$ cat src/rtl/fetch_unit_if.sv
// Fetch-unit bus bundle: shared memory port, redirect request and decode handshake.
// master = fetch side, slave = memory/decode/redirect side.
interface fetch_unit_if #(
  parameter int DATA_W = 16,
  parameter int ADDR_W = 12
);

  logic              m_gnt;
  logic              m_rd;
  logic [ADDR_W-1:0] m_addr;
  logic [DATA_W-1:0] m_q;

  logic              redir_valid;
  logic [ADDR_W-1:0] redir_pc;

  logic              ir_valid;
  logic              ir_ready;
  logic [DATA_W-1:0] ir_data;
  logic [ADDR_W-1:0] ir_pc;

  modport master (
    input  m_gnt, m_q, redir_valid, redir_pc, ir_ready,
    output m_rd, m_addr, ir_valid, ir_data, ir_pc
  );

  modport slave (
    output m_gnt, m_q, redir_valid, redir_pc, ir_ready,
    input  m_rd, m_addr, ir_valid, ir_data, ir_pc
  );

endinterface

$ cat src/rtl/fetch_unit.sv
// Instruction-fetch front end: PC, credit-limited reads, DEPTH-entry queue, zero-bubble redirect.
// Optional macro FETCH_BYPASS_EN: a response arriving into an empty queue goes straight to ir_*.
module fetch_unit #(
  parameter int                DATA_W   = 16,
  parameter int                ADDR_W   = 12,
  parameter int                DEPTH    = 4,
  parameter logic [ADDR_W-1:0] RESET_PC = '0
) (
  input  logic          clock,
  input  logic          reset,
  fetch_unit_if.master  bus
);

  localparam int PTR_W = $clog2(DEPTH);
  localparam int CNT_W = PTR_W + 1;

  logic [ADDR_W-1:0] fetch_pc;
  logic [ADDR_W-1:0] tag_pc;
  logic              inflight;
  logic [CNT_W-1:0]  count;
  logic [PTR_W-1:0]  rd_ptr;
  logic [PTR_W-1:0]  wr_ptr;
  logic [DATA_W-1:0] q_data [DEPTH];
  logic [ADDR_W-1:0] q_pc   [DEPTH];

  logic              queue_empty;
  logic              has_credit;
  logic              issue;
  logic              resp;
  logic              push;
  logic              pop;
  logic [ADDR_W-1:0] next_addr;
  logic [CNT_W:0]    credit_used;
  logic              out_valid;
  logic [DATA_W-1:0] out_data;
  logic [ADDR_W-1:0] out_pc;

  always_comb begin
    queue_empty = (count == '0);
    credit_used = {1'b0, count} + (CNT_W+1)'(inflight);
    has_credit  = (credit_used < (CNT_W+1)'(DEPTH));
    next_addr   = bus.redir_valid ? bus.redir_pc : fetch_pc;
    // Gating with reset keeps m_rd low while reset is held, without waiting for an edge.
    issue       = reset & bus.m_gnt & (bus.redir_valid | has_credit);
    // A response landing in a redirect cycle belongs to the old path and is dropped.
    resp        = inflight & ~bus.redir_valid;
    pop         = ~queue_empty & bus.ir_ready & ~bus.redir_valid;
`ifdef FETCH_BYPASS_EN
    out_valid   = ~queue_empty | resp;
    out_data    = queue_empty ? bus.m_q : q_data[rd_ptr];
    out_pc      = queue_empty ? tag_pc  : q_pc[rd_ptr];
    push        = resp & ~(queue_empty & bus.ir_ready);
`else
    out_valid   = ~queue_empty;
    out_data    = q_data[rd_ptr];
    out_pc      = q_pc[rd_ptr];
    push        = resp;
`endif
  end

  assign bus.m_rd     = issue;
  assign bus.m_addr   = next_addr;
  assign bus.ir_valid = out_valid;
  assign bus.ir_data  = out_data;
  assign bus.ir_pc    = out_pc;

  always_ff @(posedge clock or negedge reset) begin
    if (!reset) begin
      fetch_pc <= RESET_PC;
      tag_pc   <= '0;
      inflight <= 1'b0;
      count    <= '0;
      rd_ptr   <= '0;
      wr_ptr   <= '0;
      for (int unsigned i = 0; i < unsigned'(DEPTH); i++) begin
        q_data[PTR_W'(i)] <= '0;
        q_pc[PTR_W'(i)]   <= '0;
      end
    end else begin
      inflight <= issue;
      if (issue) begin
        tag_pc   <= next_addr;
        fetch_pc <= next_addr + ADDR_W'(1);
      end else if (bus.redir_valid) begin
        fetch_pc <= bus.redir_pc;
      end

      if (push) begin
        q_data[wr_ptr] <= bus.m_q;
        q_pc[wr_ptr]   <= tag_pc;
      end

      if (bus.redir_valid) begin
        count  <= '0;
        rd_ptr <= '0;
        wr_ptr <= '0;
      end else begin
        if (push) wr_ptr <= wr_ptr + PTR_W'(1);
        if (pop)  rd_ptr <= rd_ptr + PTR_W'(1);
        case ({push, pop})
          2'b10:   count <= count + CNT_W'(1);
          2'b01:   count <= count - CNT_W'(1);
          default: count <= count;
        endcase
      end
    end
  end

endmodule
$ cat src/flat_wrapper.sv
// flat-port wrapper written by rule: the top's interface ports become plain ports
module fetch_unit_flat 
#(
  parameter int                DATA_W   = 16,
  parameter int                ADDR_W   = 12,
  parameter int                DEPTH    = 4,
  parameter logic [ADDR_W-1:0] RESET_PC = '0
)
  (clock, reset, bus_m_gnt, bus_m_q, bus_redir_valid, bus_redir_pc, bus_ir_ready, bus_m_rd, bus_m_addr, bus_ir_valid, bus_ir_data, bus_ir_pc);
  fetch_unit_if #(.DATA_W(DATA_W), .ADDR_W(ADDR_W)) bus_i ();
  input  logic clock;
  input  logic reset;
  input wire logic [$bits(bus_i.m_gnt)-1:0] bus_m_gnt;
  input wire logic [$bits(bus_i.m_q)-1:0] bus_m_q;
  input wire logic [$bits(bus_i.redir_valid)-1:0] bus_redir_valid;
  input wire logic [$bits(bus_i.redir_pc)-1:0] bus_redir_pc;
  input wire logic [$bits(bus_i.ir_ready)-1:0] bus_ir_ready;
  output wire logic [$bits(bus_i.m_rd)-1:0] bus_m_rd;
  output wire logic [$bits(bus_i.m_addr)-1:0] bus_m_addr;
  output wire logic [$bits(bus_i.ir_valid)-1:0] bus_ir_valid;
  output wire logic [$bits(bus_i.ir_data)-1:0] bus_ir_data;
  output wire logic [$bits(bus_i.ir_pc)-1:0] bus_ir_pc;
  assign bus_i.m_gnt = bus_m_gnt;
  assign bus_i.m_q = bus_m_q;
  assign bus_i.redir_valid = bus_redir_valid;
  assign bus_i.redir_pc = bus_redir_pc;
  assign bus_i.ir_ready = bus_ir_ready;
  assign bus_m_rd = bus_i.m_rd;
  assign bus_m_addr = bus_i.m_addr;
  assign bus_ir_valid = bus_i.ir_valid;
  assign bus_ir_data = bus_i.ir_data;
  assign bus_ir_pc = bus_i.ir_pc;
  fetch_unit #(.DATA_W(DATA_W), .ADDR_W(ADDR_W), .DEPTH(DEPTH), .RESET_PC(RESET_PC)) u_core (.clock(clock), .reset(reset), .bus(bus_i));
endmodule
$ cat config.mk
export PLATFORM = sky130hd
export DESIGN_NAME = fetch_unit_flat
export DESIGN_NICKNAME = d
export VERILOG_FILES = /design/src/rtl/fetch_unit_if.sv /design/src/rtl/fetch_unit.sv /design/src/flat_wrapper.sv
export SDC_FILE = /design/constraint.sdc
export NUM_CORES = 1
export LEC_CHECK = 0
export ABC_AREA = 0
export CAP_MARGIN = 20
export CORE_AREA = 2 2 122 124
export DETAILED_ROUTE_END_ITERATION = 8
export DIE_AREA = 0 0 124 126
export PLACE_DENSITY_LB_ADDON = 0.15
export SETUP_SLACK_MARGIN = 0.02
export SLEW_MARGIN = 20
export SYNTH_ARGS = -nofsm -noshare
export SYNTH_HDL_FRONTEND = slang
export SYNTH_SLANG_ARGS = --single-unit
$ cat constraint.sdc
create_clock -name clock -period 6.89 [get_ports clock]
set_clock_uncertainty 0.2 [all_clocks]
set_input_delay 1.7225 -clock clock [delete_from_list [all_inputs] [get_ports clock]]
set_output_delay 1.7225 -clock clock [all_outputs]
set_load 0.02 [all_outputs]
# Word-level counts from Yosys, hierarchy flattened
# Cells that the tools add are included.
# word_totals
input_bits	33
word_cells	61
regBits	144
# classes
muxes	20
n_eq_ne	2
reduce_logical	5
order_cmp	4
n_addsub	6
bitwise_logic	10
# ops
cell	count
64-bit bitwise mux	1
12-bit two-way mux	5
48-bit bitwise mux	1
16-bit two-way mux	3
16-bit binary-select mux with 2-bit select	1
16-bit demux with 2-bit select	1
12-bit binary-select mux with 2-bit select	1
12-bit demux with 2-bit select	1
12-bit by 1-bit adder with 12-bit output (second input constant)	1
2-bit two-way mux	4
3-bit >= comparator (second input constant)	2
2-bit NOT with 3-bit output	2
3-bit case mux with 2 select lines	1
1-bit bitwise AND	5
2-bit by 1-bit adder with 2-bit output (second input constant)	2
3-bit by 1-bit adder with 4-bit output	1
4-bit by 3-bit less-than comparator with 1-bit output (second input constant)	1
2-bit nonzero test	2
3-bit by 1-bit adder with 3-bit output (second input constant)	1
3-bit logical NOT	1
3-bit by 1-bit less-than comparator with 1-bit output (second input constant)	1
3-bit two-way mux	1
3-bit nonzero test	1
3-bit by 1-bit subtractor with 3-bit output (second input constant)	1
other kinds (5)	6

# Longest topological paths before layout
# depth
ltp_word	7
ltp_mapped	9
mapped_depth_nobuf	7

# Worst setup path after synthesis
# Ideal clock, no wire load.
# synth_timing
path_kind	input port to output port
from	in bus_redir_valid
to	out bus_m_rd
setup_slack_ns	2.435
arrival_ns	2.533
required_ns	4.967
path_stages	3
cell_sequence	and2b_1 -> nor3_4 -> buf_2
# synth_between
elab_chain_cells	2
# synth_lines
element	line_no	source
start: declaration	flat_wrapper.sv:15	input wire logic [$bits(bus_i.redir_valid)-1:0] bus_redir_valid;
1-bit OR	fetch_unit.sv:44	issue = reset & bus.m_gnt & (bus.redir_valid | has_credit);
1-bit bitwise AND	fetch_unit.sv:44	
end: declaration	flat_wrapper.sv:18	output wire logic [$bits(bus_i.m_rd)-1:0] bus_m_rd;
# No other way between the ends.

# Worst setup path in the final report
# layout_timing
from	in bus_redir_valid
to	out bus_m_addr[9]
# layout_between
elab_chain_cells	1
# layout_lines
element	line_no	source
12-bit two-way mux	fetch_unit.sv:42	next_addr = bus.redir_valid ? bus.redir_pc : fetch_pc;
end: declaration	flat_wrapper.sv:19	output wire logic [$bits(bus_i.m_addr)-1:0] bus_m_addr;
# No other way between the ends.

==> results.ini <==
[synth]
syn-num-nets=450
netlist_instances=411
ys_ff_latch=144
yosys_warnings=0
syn_area_um2=6490
synth_cell_type_count=34
synth_top_area_cell=dfrtp_1
avgSynthCellArea_um2=15.8
ys_seq_area_share_pct=55.6
synthTopCellsByArea=dfrtp_1 56%, mux2_2 22%, mux4_2 9.7%
yosys.area.top_type_share_pct=55.6

[pwr]
power.share.clock_pct=27.6
power.leakage_uw=0.00350
swShare_pct=29.7
powerDensity_nw_per_um2=407
seq_power_share_pct=38.3
p_sw_uw=962
power.total_uw=3240
p_comb_share_pct=34.1
intPower_uw=2280
vdd_ir_drop_max_v=0.000199

[sta]
max_freq_mhz=177
setup_viol=0
rsz0062_at_grt=no
post-route-period-util_pct=82.1
finalSetupTns_ps=0
holdWs_ps=299
period_needed_ps=5660
slew_headroom_pct=35.8
final_hold_viol_count=0
worstMarginPinSlew_ps=963
finalMaxSlewViolations=0

[setup_path]
cp.buffers_inverters=4
critical_path_peak_fanout=13
arrival_ps=3740
cpMaxStageDelayCell=clkdlybuf4s50_1
r2r_slack_ps=4530
crit_path_cell_trace=clkdlybuf4s50_1 > buf_4 > mux2i_1 > inv_1 > clkdlybuf4s50_1
critPathTopFamily=buffers and inverters
start_kind=input pin
cpPeakStageDelay_ps=740
crit_path_frequent_cell=clkdlybuf4s50_1
cp.required_ps=4970
worstSetupPathType=in2out
endpoint_kind=primary output

[global_route]
grt_pass1_vias=3987
grt_pass1_wl_um=21100
grt_usage_pct=18.1
antenna_found_initial=0
grt_max_degree=79
overflow=0

[finish]
instances_no_fill=687
area.growth.synth_to_final_pct=22.6
nNetsFinal=529
insertedDiodeCount=0
drive_gt1_share_pct=41.0

[clock_network]
numCtsBuffers=17
clock_sinks=144
cts_buffer_depth=2
clk_pin_slew_ps=50
cts_hold_repair.buffers=0
insertion_delay_ps=420
post_cts_resized=0
h-tree-depth=4
post_cts_buffers=0
cts_tree=built
root_buffer=clkbuf_16

[die]
dieArea_um2=15600
dieWidth_um=124
core_um2=14300
start_util_pct=45.3
fp.dieH_um=126
num_io_pins=75
num_rows=44

[flow_run]
max_cap_violations=0

[placed_design]
port_buffers=74
gp_congestion=0.841
dp.cells=655
hpwlAfterDp_um=8040

[routing]
num_vias=3704
drt-total-wl_um=12900
ant_nets=0
via_per_inst=5.39
drtIter0Drc=180
wl_per_cell_um=18.8
dr.pass1.iters=6
route.detailed.drc=0

[run_status]
status=finished, final reports clean

[min_path]
hold_path.class=reg2reg

[worst register-to-register path: cells and delay by family (launching register included)]
family | cells | cell delay, ps
multiplexers | 1 | 160
XOR/XNOR | 1 | 140
AND/OR/NAND/NOR | 3 | 530
flip-flops | 1 | 440
AO/OA/AOI/OAI | 1 | 390
adder cells (fa/ha/maj) | 1 | 390
[worst paths after layout]
path | startpoint | endpoint | cells after the start
max in group asynchronous | reset | u_core.q_pc[32]$_DFFE_PN0P_ | 2
setup / recovery | bus_redir_valid | bus_m_addr[9] | 5
hold / removal | u_core.q_data[20]$_DFFE_PN0P_ | u_core.q_data[20]$_DFFE_PN0P_ | 1
setup reg to reg | u_core.count[0]$_DFFE_PN0P_ | u_core.count[2]$_DFFE_PN0P_ | 7
min in group asynchronous | reset | u_core.q_data[41]$_DFFE_PN0P_ | 1
hold reg to reg | u_core.q_data[20]$_DFFE_PN0P_ | u_core.q_data[20]$_DFFE_PN0P_ | 1
[final cells by class]
type,count,area (um^2)
Clock buffer,21,470
Clock inverter,11,113
Fill cell,1189,6360
Inverter,6,22.5
Multi-Input combinational cell,240,2720
Sequential cell,144,3600
Tap cell,184,230
Timing Repair Buffer,81,795
[state kept, by name, summed over array words and instances, names as in the netlist]
signal,cells
u_core.q_pc,48
u_core.wr_ptr,2
u_core.inflight,1
u_core.count,3
u_core.fetch_pc,12
u_core.tag_pc,12
u_core.q_data,64
u_core.rd_ptr,2
[synthesized netlist by cell type]
master     count
buf_2          7
mux4_2        28
a211oi_1       1
mux2_2       129
fa_1           1
nand4_1        7
nor3b_1        1
o21ai_0        1
mux2i_1        6
a32oi_1        1
nor2_1        10
a21oi_1        6
and2_1         1
nand4b_4       1
buf_4         10
or3_1          1
ha_1           5
o31a_1         1
nand4b_1       1
nor3_4         1
nand3_1        3
and2b_1        3
clkbuf_1       2
nand2_2        4
or2_2          2
xor2_1         3
a32o_1         1
dfrtp_1      144
buf_6          2
nand2_1        8
inv_1          6
and4b_1        1
a2111oi_4      1
xnor2_1       12
[power by group through the flow]
stage	clock network, uW	registers (uW)	logic (uW)
4_1_cts	916	1240	1130
5_1_grt	955	1280	1190
3_5_place_dp	0	1260	1130
3_3_place_gp	0	1240	1110
6_report	894	1240	1110
2_1_floorplan	0	1190	748
[cells by family (layout without fill, tap and decap cells)]
| group | count (synthesis) | after routing | share of synthesized area [%] |
|---|---|---|---|
| AOI/OAI and AO/OA | 12 | 12 | 1.50 |
| DFF | 144 | 144 | 55.6 |
| muxes | 163 | 163 | 33.0 |
| and+or+nand+nor | 44 | 44 | 4.09 |
| xor gates and xnor gates | 15 | 15 | 2.03 |
| buffers and inverters | 27 | 119 | 2.51 |
| adders and majority gates | 6 | 6 | 1.27 |
[metal layers]
layer  share of wire (%)  track usage (%)
met4                 1.3             6.01
met5                   0                0
met3                 4.7             5.43
met1                  46             23.8
met2                  48             28.7
[per-stage QoR]
| stage | util [%] | cell area [um^2] | setup slack, ps |
|---|---|---|---|
| 2_1_floorplan | - | 6490 | 2430 |
| 3_3_place_gp | 51.5 | 7370 | 1290 |
| 3_5_place_dp | 51.5 | 7370 | 1260 |
| 4_1_cts | 55.6 | 7960 | 1250 |
| 5_1_grt | 55.6 | 7960 | 1090 |
| 6_report | 55.6 | 7960 | 1230 |
[cell usage in the layout (no fill, tap or decap), types with 7 or more instances in the layout]
cell type and count:
xnor2_1 12, buf_4 7, clkbuf_16 17, clkdlybuf4s50_1 73
nand2_1 8, nor2_1 10, mux2_2 129, mux4_2 28
nand4_1 7, dfrtp_1 143
Note: power is estimated with default switching activity, not from simulation.
